<file path="config.mk">
export PLATFORM = sky130hd
export DESIGN_NAME = reg_space_arbiter_flat
export DESIGN_NICKNAME = d
export VERILOG_FILES = /design/src/rtl/reg_space_arbiter_if.sv /design/src/rtl/reg_space_arbiter.sv /design/src/flat_wrapper.sv
export SDC_FILE = /design/constraint.sdc
export NUM_CORES = 1
export LEC_CHECK = 0
export CORE_AREA = 2 2 119 121
export DETAILED_ROUTE_END_ITERATION = 16
export DIE_AREA = 0 0 121 123
export SYNTH_ARGS = -nofsm -noshare
export SYNTH_HDL_FRONTEND = slang
export SYNTH_SLANG_ARGS = --single-unit
</file>
<file path="constraint.sdc">
create_clock -name clk -period 4.41 [get_ports clk]
set_input_delay 0.6615 -clock clk [delete_from_list [all_inputs] [get_ports clk]]
set_output_delay 0.6615 -clock clk [all_outputs]
set_load 0.005 [all_outputs]
</file>
<file path="src/rtl/reg_space_arbiter_if.sv">
// Valid/ready channel bundle between a configuration master and a register space:
// read request, read ack and write request.
interface reg_space_arbiter_if #(
  parameter int ADDR_W = 16,
  parameter int DATA_W = 32
);
  logic [ADDR_W-1:0] rreq_addr;
  logic              rreq_vld;
  logic              rreq_rdy;
  logic [DATA_W-1:0] rack_data;
  logic              rack_err;
  logic              rack_vld;
  logic              rack_rdy;
  logic [ADDR_W-1:0] wreq_addr;
  logic [DATA_W-1:0] wreq_data;
  logic              wreq_vld;
  logic              wreq_rdy;

  // The register space never reports read errors, so the initiating side
  // towards it carries no rack_err.
  modport master (
    output rreq_addr, rreq_vld,
    input  rreq_rdy,
    input  rack_data, rack_vld,
    output rack_rdy,
    output wreq_addr, wreq_data, wreq_vld,
    input  wreq_rdy
  );

  modport slave (
    input  rreq_addr, rreq_vld,
    output rreq_rdy,
    output rack_data, rack_err, rack_vld,
    input  rack_rdy,
    input  wreq_addr, wreq_data, wreq_vld,
    output wreq_rdy
  );
endinterface

</file>
<file path="src/rtl/reg_space_arbiter.sv">
// Round-robin arbiter letting two configuration masters share one register space;
// the grant is held until the transaction completes, and hung reads end in an error ack.
module reg_space_arbiter #(
  parameter int ADDR_W  = 16,
  parameter int DATA_W  = 32,
  parameter int TIMEOUT = 255
) (
  input  logic                clk,
  input  logic                rst_n,
  reg_space_arbiter_if.slave  m0,
  reg_space_arbiter_if.slave  m1,
  reg_space_arbiter_if.master s,
  output logic                busy
);

  localparam int TW = $clog2(TIMEOUT + 1);
  localparam logic [TW-1:0] TLAST = TW'(TIMEOUT - 1);

  typedef enum logic [2:0] {
    IDLE = 3'd0,
    WREQ = 3'd1,
    RREQ = 3'd2,
    RACK = 3'd3,
    RERR = 3'd4
  } state_t;

  state_t        state, state_nx;
  logic          gnt, gnt_nx;
  logic          prio, prio_nx;
  logic [TW-1:0] tcnt, tcnt_nx;

  logic              req0, req1;
  logic              winner;
  logic              win_wr;
  logic [ADDR_W-1:0] sel_wreq_addr;
  logic [DATA_W-1:0] sel_wreq_data;
  logic              sel_wreq_vld;
  logic [ADDR_W-1:0] sel_rreq_addr;
  logic              sel_rreq_vld;
  logic              sel_rack_rdy;

  // Request view of the granted master and the arbitration decision for IDLE.
  always_comb begin
    req0          = m0.wreq_vld | m0.rreq_vld;
    req1          = m1.wreq_vld | m1.rreq_vld;
    winner        = (prio ? req1 : req0) ? prio : ~prio;
    win_wr        = winner ? m1.wreq_vld : m0.wreq_vld;
    sel_wreq_addr = gnt ? m1.wreq_addr : m0.wreq_addr;
    sel_wreq_data = gnt ? m1.wreq_data : m0.wreq_data;
    sel_wreq_vld  = gnt ? m1.wreq_vld  : m0.wreq_vld;
    sel_rreq_addr = gnt ? m1.rreq_addr : m0.rreq_addr;
    sel_rreq_vld  = gnt ? m1.rreq_vld  : m0.rreq_vld;
    sel_rack_rdy  = gnt ? m1.rack_rdy  : m0.rack_rdy;
  end

  always_ff @(posedge clk) begin
    if (!rst_n) begin
      state <= IDLE;
      gnt   <= 1'b0;
      prio  <= 1'b0;
      tcnt  <= '0;
    end else begin
      state <= state_nx;
      gnt   <= gnt_nx;
      prio  <= prio_nx;
      tcnt  <= tcnt_nx;
    end
  end

  // Priority flips only on completion, so continuous contention alternates.
  always_comb begin
    state_nx = state;
    gnt_nx   = gnt;
    prio_nx  = prio;
    tcnt_nx  = tcnt;
    case (state)
      IDLE: begin
        if (req0 || req1) begin
          gnt_nx   = winner;
          state_nx = win_wr ? WREQ : RREQ;
        end
      end
      WREQ: begin
        if (sel_wreq_vld && s.wreq_rdy) begin
          state_nx = IDLE;
          prio_nx  = ~gnt;
        end
      end
      RREQ: begin
        if (sel_rreq_vld && s.rreq_rdy) begin
          state_nx = RACK;
          tcnt_nx  = '0;
        end
      end
      RACK: begin
        // A real ack on the last allowed cycle still beats the timeout.
        if (s.rack_vld && sel_rack_rdy) begin
          state_nx = IDLE;
          prio_nx  = ~gnt;
        end else if (tcnt == TLAST) begin
          state_nx = RERR;
        end else begin
          tcnt_nx = tcnt + TW'(1);
        end
      end
      RERR: begin
        if (sel_rack_rdy) begin
          state_nx = IDLE;
          prio_nx  = ~gnt;
        end
      end
      default: state_nx = IDLE;
    endcase
  end

  // Only the channel matching the current state is routed; everything else is zero.
  always_comb begin
    m0.rreq_rdy  = 1'b0;
    m0.rack_data = '0;
    m0.rack_err  = 1'b0;
    m0.rack_vld  = 1'b0;
    m0.wreq_rdy  = 1'b0;
    m1.rreq_rdy  = 1'b0;
    m1.rack_data = '0;
    m1.rack_err  = 1'b0;
    m1.rack_vld  = 1'b0;
    m1.wreq_rdy  = 1'b0;
    s.rreq_addr  = '0;
    s.rreq_vld   = 1'b0;
    s.rack_rdy   = 1'b0;
    s.wreq_addr  = '0;
    s.wreq_data  = '0;
    s.wreq_vld   = 1'b0;
    busy         = (state != IDLE);
    case (state)
      WREQ: begin
        s.wreq_addr = sel_wreq_addr;
        s.wreq_data = sel_wreq_data;
        s.wreq_vld  = sel_wreq_vld;
        if (gnt) m1.wreq_rdy = s.wreq_rdy;
        else     m0.wreq_rdy = s.wreq_rdy;
      end
      RREQ: begin
        s.rreq_addr = sel_rreq_addr;
        s.rreq_vld  = sel_rreq_vld;
        if (gnt) m1.rreq_rdy = s.rreq_rdy;
        else     m0.rreq_rdy = s.rreq_rdy;
      end
      RACK: begin
        s.rack_rdy = sel_rack_rdy;
        if (gnt) begin
          m1.rack_data = s.rack_data;
          m1.rack_vld  = s.rack_vld;
        end else begin
          m0.rack_data = s.rack_data;
          m0.rack_vld  = s.rack_vld;
        end
      end
      RERR: begin
        // Late acks from the register space are swallowed here.
        s.rack_rdy = 1'b1;
        if (gnt) begin
          m1.rack_vld = 1'b1;
          m1.rack_err = 1'b1;
        end else begin
          m0.rack_vld = 1'b1;
          m0.rack_err = 1'b1;
        end
      end
      default: ;
    endcase
  end

endmodule

</file>
<file path="src/flat_wrapper.sv">
// flat-port wrapper written by rule: the top's interface ports become plain ports
module reg_space_arbiter_flat 
#(
  parameter int ADDR_W  = 16,
  parameter int DATA_W  = 32,
  parameter int TIMEOUT = 255
)
  (clk, rst_n, busy, m0_rreq_addr, m0_rreq_vld, m0_rreq_rdy, m0_rack_data, m0_rack_err, m0_rack_vld, m0_rack_rdy, m0_wreq_addr, m0_wreq_data, m0_wreq_vld, m0_wreq_rdy, m1_rreq_addr, m1_rreq_vld, m1_rreq_rdy, m1_rack_data, m1_rack_err, m1_rack_vld, m1_rack_rdy, m1_wreq_addr, m1_wreq_data, m1_wreq_vld, m1_wreq_rdy, s_rreq_addr, s_rreq_vld, s_rreq_rdy, s_rack_data, s_rack_vld, s_rack_rdy, s_wreq_addr, s_wreq_data, s_wreq_vld, s_wreq_rdy);
  reg_space_arbiter_if #(.ADDR_W(ADDR_W), .DATA_W(DATA_W)) m0_i ();
  reg_space_arbiter_if #(.ADDR_W(ADDR_W), .DATA_W(DATA_W)) m1_i ();
  reg_space_arbiter_if #(.ADDR_W(ADDR_W), .DATA_W(DATA_W)) s_i ();
  input  logic clk;
  input  logic rst_n;
  output logic busy;
  input wire logic [$bits(m0_i.rreq_addr)-1:0] m0_rreq_addr;
  input wire logic [$bits(m0_i.rreq_vld)-1:0] m0_rreq_vld;
  output wire logic [$bits(m0_i.rreq_rdy)-1:0] m0_rreq_rdy;
  output wire logic [$bits(m0_i.rack_data)-1:0] m0_rack_data;
  output wire logic [$bits(m0_i.rack_err)-1:0] m0_rack_err;
  output wire logic [$bits(m0_i.rack_vld)-1:0] m0_rack_vld;
  input wire logic [$bits(m0_i.rack_rdy)-1:0] m0_rack_rdy;
  input wire logic [$bits(m0_i.wreq_addr)-1:0] m0_wreq_addr;
  input wire logic [$bits(m0_i.wreq_data)-1:0] m0_wreq_data;
  input wire logic [$bits(m0_i.wreq_vld)-1:0] m0_wreq_vld;
  output wire logic [$bits(m0_i.wreq_rdy)-1:0] m0_wreq_rdy;
  input wire logic [$bits(m1_i.rreq_addr)-1:0] m1_rreq_addr;
  input wire logic [$bits(m1_i.rreq_vld)-1:0] m1_rreq_vld;
  output wire logic [$bits(m1_i.rreq_rdy)-1:0] m1_rreq_rdy;
  output wire logic [$bits(m1_i.rack_data)-1:0] m1_rack_data;
  output wire logic [$bits(m1_i.rack_err)-1:0] m1_rack_err;
  output wire logic [$bits(m1_i.rack_vld)-1:0] m1_rack_vld;
  input wire logic [$bits(m1_i.rack_rdy)-1:0] m1_rack_rdy;
  input wire logic [$bits(m1_i.wreq_addr)-1:0] m1_wreq_addr;
  input wire logic [$bits(m1_i.wreq_data)-1:0] m1_wreq_data;
  input wire logic [$bits(m1_i.wreq_vld)-1:0] m1_wreq_vld;
  output wire logic [$bits(m1_i.wreq_rdy)-1:0] m1_wreq_rdy;
  output wire logic [$bits(s_i.rreq_addr)-1:0] s_rreq_addr;
  output wire logic [$bits(s_i.rreq_vld)-1:0] s_rreq_vld;
  input wire logic [$bits(s_i.rreq_rdy)-1:0] s_rreq_rdy;
  input wire logic [$bits(s_i.rack_data)-1:0] s_rack_data;
  input wire logic [$bits(s_i.rack_vld)-1:0] s_rack_vld;
  output wire logic [$bits(s_i.rack_rdy)-1:0] s_rack_rdy;
  output wire logic [$bits(s_i.wreq_addr)-1:0] s_wreq_addr;
  output wire logic [$bits(s_i.wreq_data)-1:0] s_wreq_data;
  output wire logic [$bits(s_i.wreq_vld)-1:0] s_wreq_vld;
  input wire logic [$bits(s_i.wreq_rdy)-1:0] s_wreq_rdy;
  assign m0_i.rreq_addr = m0_rreq_addr;
  assign m0_i.rreq_vld = m0_rreq_vld;
  assign m0_rreq_rdy = m0_i.rreq_rdy;
  assign m0_rack_data = m0_i.rack_data;
  assign m0_rack_err = m0_i.rack_err;
  assign m0_rack_vld = m0_i.rack_vld;
  assign m0_i.rack_rdy = m0_rack_rdy;
  assign m0_i.wreq_addr = m0_wreq_addr;
  assign m0_i.wreq_data = m0_wreq_data;
  assign m0_i.wreq_vld = m0_wreq_vld;
  assign m0_wreq_rdy = m0_i.wreq_rdy;
  assign m1_i.rreq_addr = m1_rreq_addr;
  assign m1_i.rreq_vld = m1_rreq_vld;
  assign m1_rreq_rdy = m1_i.rreq_rdy;
  assign m1_rack_data = m1_i.rack_data;
  assign m1_rack_err = m1_i.rack_err;
  assign m1_rack_vld = m1_i.rack_vld;
  assign m1_i.rack_rdy = m1_rack_rdy;
  assign m1_i.wreq_addr = m1_wreq_addr;
  assign m1_i.wreq_data = m1_wreq_data;
  assign m1_i.wreq_vld = m1_wreq_vld;
  assign m1_wreq_rdy = m1_i.wreq_rdy;
  assign s_rreq_addr = s_i.rreq_addr;
  assign s_rreq_vld = s_i.rreq_vld;
  assign s_i.rreq_rdy = s_rreq_rdy;
  assign s_i.rack_data = s_rack_data;
  assign s_i.rack_vld = s_rack_vld;
  assign s_rack_rdy = s_i.rack_rdy;
  assign s_wreq_addr = s_i.wreq_addr;
  assign s_wreq_data = s_i.wreq_data;
  assign s_wreq_vld = s_i.wreq_vld;
  assign s_i.wreq_rdy = s_wreq_rdy;
  reg_space_arbiter #(.ADDR_W(ADDR_W), .DATA_W(DATA_W), .TIMEOUT(TIMEOUT)) u_core (.clk(clk), .rst_n(rst_n), .m0(m0_i), .m1(m1_i), .s(s_i), .busy(busy));
endmodule
</file>
After elaboration in Yosys (flattened, before gate mapping)
Index checks and enable logic that the tools add are counted.
{ "totals": {"mem_bits_rw": 0, "register_bits": 13, "romBits": 0, "mem_count": 0, "inputBits": 171, "latchBits": 0, "out_inout_bits": 140} }
{ "op_classes": {"multipliers": 0, "shifts": 0, "div_mod_pow": 0, "n_addsub": 1, "n_bitwise": 4, "n_lt_le_gt_ge": 0, "eq_ne": 13, "reduce_logical": 12, "mux": 51} }
{ "op_table": {"columns": ["cell", "count"], "rows": [
  ["$mux W32", 6],
  ["$mux W16", 4],
  ["$mux W1", 25],
  ["$mux W8", 3],
  ["$mux W3", 6],
  ["$pmux W8 S2", 1],
  ["$pmux W3 S5", 1],
  ["$ne A2 B1 Y1 const B", 5],
  ["$add A8 B1 Y8 const B", 1],
  ["$eq A8 B8 Y1 const B", 1],
  ["$reduce_and A4 Y1", 2],
  ["$eq A3 B2 Y1 const B", 2],
  ["$pmux W1 S2", 3],
  ["$reduce_bool A3 Y1", 2],
  ["$reduce_and A5 Y1", 1],
  ["$ne A2 B2 Y1 const B", 2],
  ["$eq A3 B1 Y1 const B", 1],
  ["$eq A3 B3 Y1 const B", 1],
  ["$logic_and A1 B1 Y1", 3],
  ["$logic_not A3 Y1", 1],
  ["$ne A3 B1 Y1 const B", 1],
  ["$pmux W1 S3", 1],
  ["$mux W2", 1],
  ["$not A1 Y1", 2],
  ["other kinds (4)", 5]
]} }

Longest topological paths before layout
{ "depth": {"ltp_word": 7, "mapped_depth": 7} }

Worst setup path before layout
Ideal clock, no wire load.
{ "synth_timing": {"kind": "reg2out", "startpoint": "register u_core.state[1]", "endpoint": "output port m1_rack_data[10]", "t_arrival_ps": 1197, "path_stages_with_launch": 6, "slack_ps": 2551, "required_time_ps": 3749, "path_cell_list": "dfxtp_1 > buf_2 > and2b_1 > and3_1 > clkbuf_1 > and2_1"} }
{ "synth_via": {"elab_chain_len": 2} }
{ "synth_lines": {"columns": ["item", "line", "text"], "rows": [
  ["start: declaration", "reg_space_arbiter.sv:27", "state_t state, state_nx;"],
  ["start signal: assignment", "reg_space_arbiter.sv:63", "state <= state_nx;"],
  ["$eq A3 B2 Y1", "reg_space_arbiter.sv:135", "case (state)"],
  ["$mux W32", "reg_space_arbiter.sv:135", null],
  ["end: declaration", "flat_wrapper.sv:29", "output wire logic [$bits(m1_i.rack_data)-1:0] m1_rack_data;"]
]} }
No other way between the ends.

Final worst setup path
{ "layout_timing": {"startpoint": "register u_core.state[0]", "endpoint": "output port s_wreq_data[27]"} }
{ "layout_via": {"elab_chain_len": 2} }
{ "layout_lines": {"columns": ["item", "line", "text"], "rows": [
  ["$eq A3 B1 Y1", "reg_space_arbiter.sv:135", null],
  ["$mux W32", "reg_space_arbiter.sv:135", null],
  ["end: declaration", "flat_wrapper.sv:44", "output wire logic [$bits(s_i.wreq_data)-1:0] s_wreq_data;"]
]} }
No other way between the ends.

==> flow_summary.yaml <==
status:
  run_status: "complete, no violations"
synth:
  synthesis.yosys.warnings: 0
  post_synth_main_area_contributors: "sky130_fd_sc_hd__mux2i_1 (30%), sky130_fd_sc_hd__and2_1 (19%), sky130_fd_sc_hd__nor2_1 (13%)"
  yosysSeqAreaShare_pct: 11.4
  combinational_family_with_the_most_area_after_synthesis: "simple AND/OR/NAND/NOR gates"
  postSynthAreaPerCell_um2: 6.96
  synth_compound_gate_area_share_pct: 6.34
  synth_nets: 502
  synth-simple-area-share_pct: 41.3
  synth.area.mux_share_pct: 31.2
  post-synth-top-area-cell: "sky130_fd_sc_hd__mux2i_1"
  ys_seq_elements: 13
  post_synth_xor_area_fraction_pct: 2.30
  post_synth_inst_count: 329
  post_synth_fa_ha_maj_area_fraction_pct: 1.09
  synth.distinct_cells: 40
  yosys.area.top_type_share_pct: 29.7
  netlist_area_um2: 2290
sta:
  max_fclk_mhz: 300
  post-route-period-util_pct: 75.7
  finalMaxSlewViolations: 0
  timing_worst_slew_pin_value_ns: 1.15
  unrepaired_setup_endpoints_after_global_routing: "no"
  period_minus_slack_ns: 3.34
  max-slew-margin-rel_pct: 23.4
  whs_ns: 0.511
  setup-tns-final_ns: 0
  timing.final.hold_violations: 0
  setup_viol: 0
  final.setup_skew_ns: 0.00248
die:
  row_count: 43
  starting_utilization_of_the_core_area_pct: 16.8
  io_pins: 311
  area_of_the_die_um2: 14900
  dieWidth_um: 121
  fp.dieH_um: 123
  core_region_area_um2: 13600
critical_path:
  setup.worst_path.start_class: "register"
  critical_path.reg2reg.endpoint: "u_core.tcnt[2]"
  timing.reg2reg.worst_path_depth: 4
  r2r_start: "u_core.state[1]"
  critical_path_arrival_ns: 2.67
  reg2reg_setup_slack_ns: 2.46
  timing.setup.critical_path_class: "register to output port"
  critical_path_peak_fanout: 33
  critical_path.endpoint_type: "output port"
  worstPathRequired_ns: 3.75
layout:
  final-instance-count-excl-fill: 801
  post_route_cells_drive_above_1_share_pct: 1.61
  final_cell_area_um2: 5600
  diodes: 0
  areaGrowthSynthToFinish_pct: 145
  mostFrequentLayoutCells: "sky130_fd_sc_hd__clkdlybuf4s50_1 (310), sky130_fd_sc_hd__nor2_1 (80), sky130_fd_sc_hd__mux2i_1 (68), sky130_fd_sc_hd__and2_1 (68), sky130_fd_sc_hd__dfxtp_1 (12)"
  fin_nets: 795
  fillCellCount: 1377
  layout_commonest_cell: "sky130_fd_sc_hd__clkdlybuf4s50_1"
drt:
  ant_nets: 0
  routed-via-count: 3348
  postRouteWirelength_mm: 12.5
  firstDrtPassIters: 4
  vias_per_inst: 4.18
  number_of_drc_violations_after_detailed_routing: 0
  starting_drc_count_in_detailed_routing: 59
  route.detailed.wl_per_inst_um: 15.5
pwr:
  ir_drop_uv: 120
  power.density_cell_area_nw_per_um2: 153
  power.static_leakage_nw: 2.04
grt:
  grt_remaining_overflow: 0
  grt_pass1_wl_mm: 17.7
  number_of_antenna_violations_at_the_first_check_in_global_routing: 0
  largest_net_degree_at_the_start_of_global_routing: 61
  grt_use_total_pct: 15.1
  grt_pass1_vias: 3282
place:
  dp.cells: 797
  port_buffers: 310
  hpwl_mm: 10.8
  gp_congestion: 0.728
  placed_area_um2: 5520
clock_network:
  htree_num_levels: 1
  post_cts_hold_buffer_count: 0
  cts_repair_resize_count: 0
  clk_latency_ns: 0.24
  cts_setup_buffers: 0
  cts_tree: "yes"
  numCtsBuffers: 3
  clock-sinks: 13
  root_cell_of_the_clock_tree: "sky130_fd_sc_hd__clkbuf_16"
  cts.reportedPaths.clkPinSlew_ns: 0.05
  cts.path.max_buffers: 2
min_path:
  worst_hold_path_stage_count: 2
  hp-start: "u_core.tcnt[5]"
  hold_path_end: "u_core.tcnt[5]"
  class_of_the_tightest_hold_or_removal_check: "register to register"
job:
  drv.max_cap_violation_count: 0
[how the worst max path moves through the flow]
stage | startpoint | to | slack, ns | cells after the start
floorplan | u_core.state[1] | m1_rack_data[10] | 2.55 | 5
detailed placement | u_core.state[0] | s_wreq_data[27] | 1.28 | 4
CTS | u_core.state[0] | s_wreq_data[27] | 1.01 | 4
global placement | u_core.state[0] | s_wreq_data[27] | 1.42 | 4
finish | u_core.state[0] | s_wreq_data[27] | 1.07 | 4
global route | u_core.state[0] | s_wreq_data[30] | 0.78 | 4
[layout make-up]
class                           instances  area, um2  share of cell area [%]
Timing Repair Buffer                  313       3130                    55.8
Multi-Input combinational cell        285       1880                    33.6
Sequential cell                        13        264                    4.72
Tap cell                              180        225                    4.02
Clock buffer                            4       78.8                    1.41
Inverter                                6       22.5                   0.402
[state kept, by name (all words and copies together) (netlist names)]
| signal | count |
|---|---|
| u_core.tcnt | 8 |
| u_core.state | 3 |
| u_core.gnt | 1 |
| u_core.prio | 1 |
[worst max-delay path, stage by stage (launching register included)]
cell and delay (ns):
sky130_fd_sc_hd__dfxtp_1 0.52, sky130_fd_sc_hd__nand2_1 0.75, sky130_fd_sc_hd__buf_4 0.49, sky130_fd_sc_hd__nor2_1 0.14
sky130_fd_sc_hd__clkdlybuf4s50_1 0.51
[cells in the mapped netlist (all sizes together)]
master,number
a21bo,1
clkbuf,9
a21oi,1
buf,16
nand2b,2
and2b,1
dfxtp,13
mux2,1
nand3b,1
and4b,1
nand2,9
nand4,2
a32oi,1
or3,1
o211a,1
inv,6
nor2b,4
xnor2,3
a31oi,1
o31ai,1
nor2,80
nand3,6
o22ai,2
nor3b,3
ha,2
o21ba,1
o21ai,9
and3,7
a22oi,1
a21boi,2
o211ai,1
xor2,3
mux2i,69
and2,68
[cells by family (layout without fill, tap and decap cells)]
kind of cell | count (synthesis) | count (layout)
and+or+nand+nor | 185 | 185
muxes | 70 | 70
DFF | 13 | 13
AOI/OAI and AO/OA | 22 | 22
adders and majority gates | 2 | 2
xor gates and xnor gates | 6 | 6
buffers and inverters | 31 | 323
[per-layer routing]
layer / vias to the layer above / track usage, % / wire length (um)
li1: 1672 / - / -
met1: 1459 / 16.7 / 4610
met2: 201 / 28.0 / 6330
met3: 16 / 4.52 / 1270
met4: 0 / 3.78 / 245
met5: - / 0 / 0
[report_power, final]
| group | leakage, nW | internal, W | switching [W] |
|---|---|---|---|
| Combinational | 1.89 | 0.000347 | 0.000195 |
| Sequential | 0.106 | 0.000123 | 0.0000175 |
| Clock | 0.0382 | 0.000122 | 0.0000527 |
| Total | 2.04 | 0.000592 | 0.000265 |
[per-stage QoR]
stage	power [W]	worst slack, ns	util, %
detailed placement	0.000691	1.28	40.5
finish	0.000857	1.07	41.1
global placement	0.000689	1.42	40.5
floorplan	0.000340	2.55	-
global route	0.000913	0.783	41.1
CTS	0.000868	1.01	41.1
No activity file was read; power rests on OpenSTA's default activity.
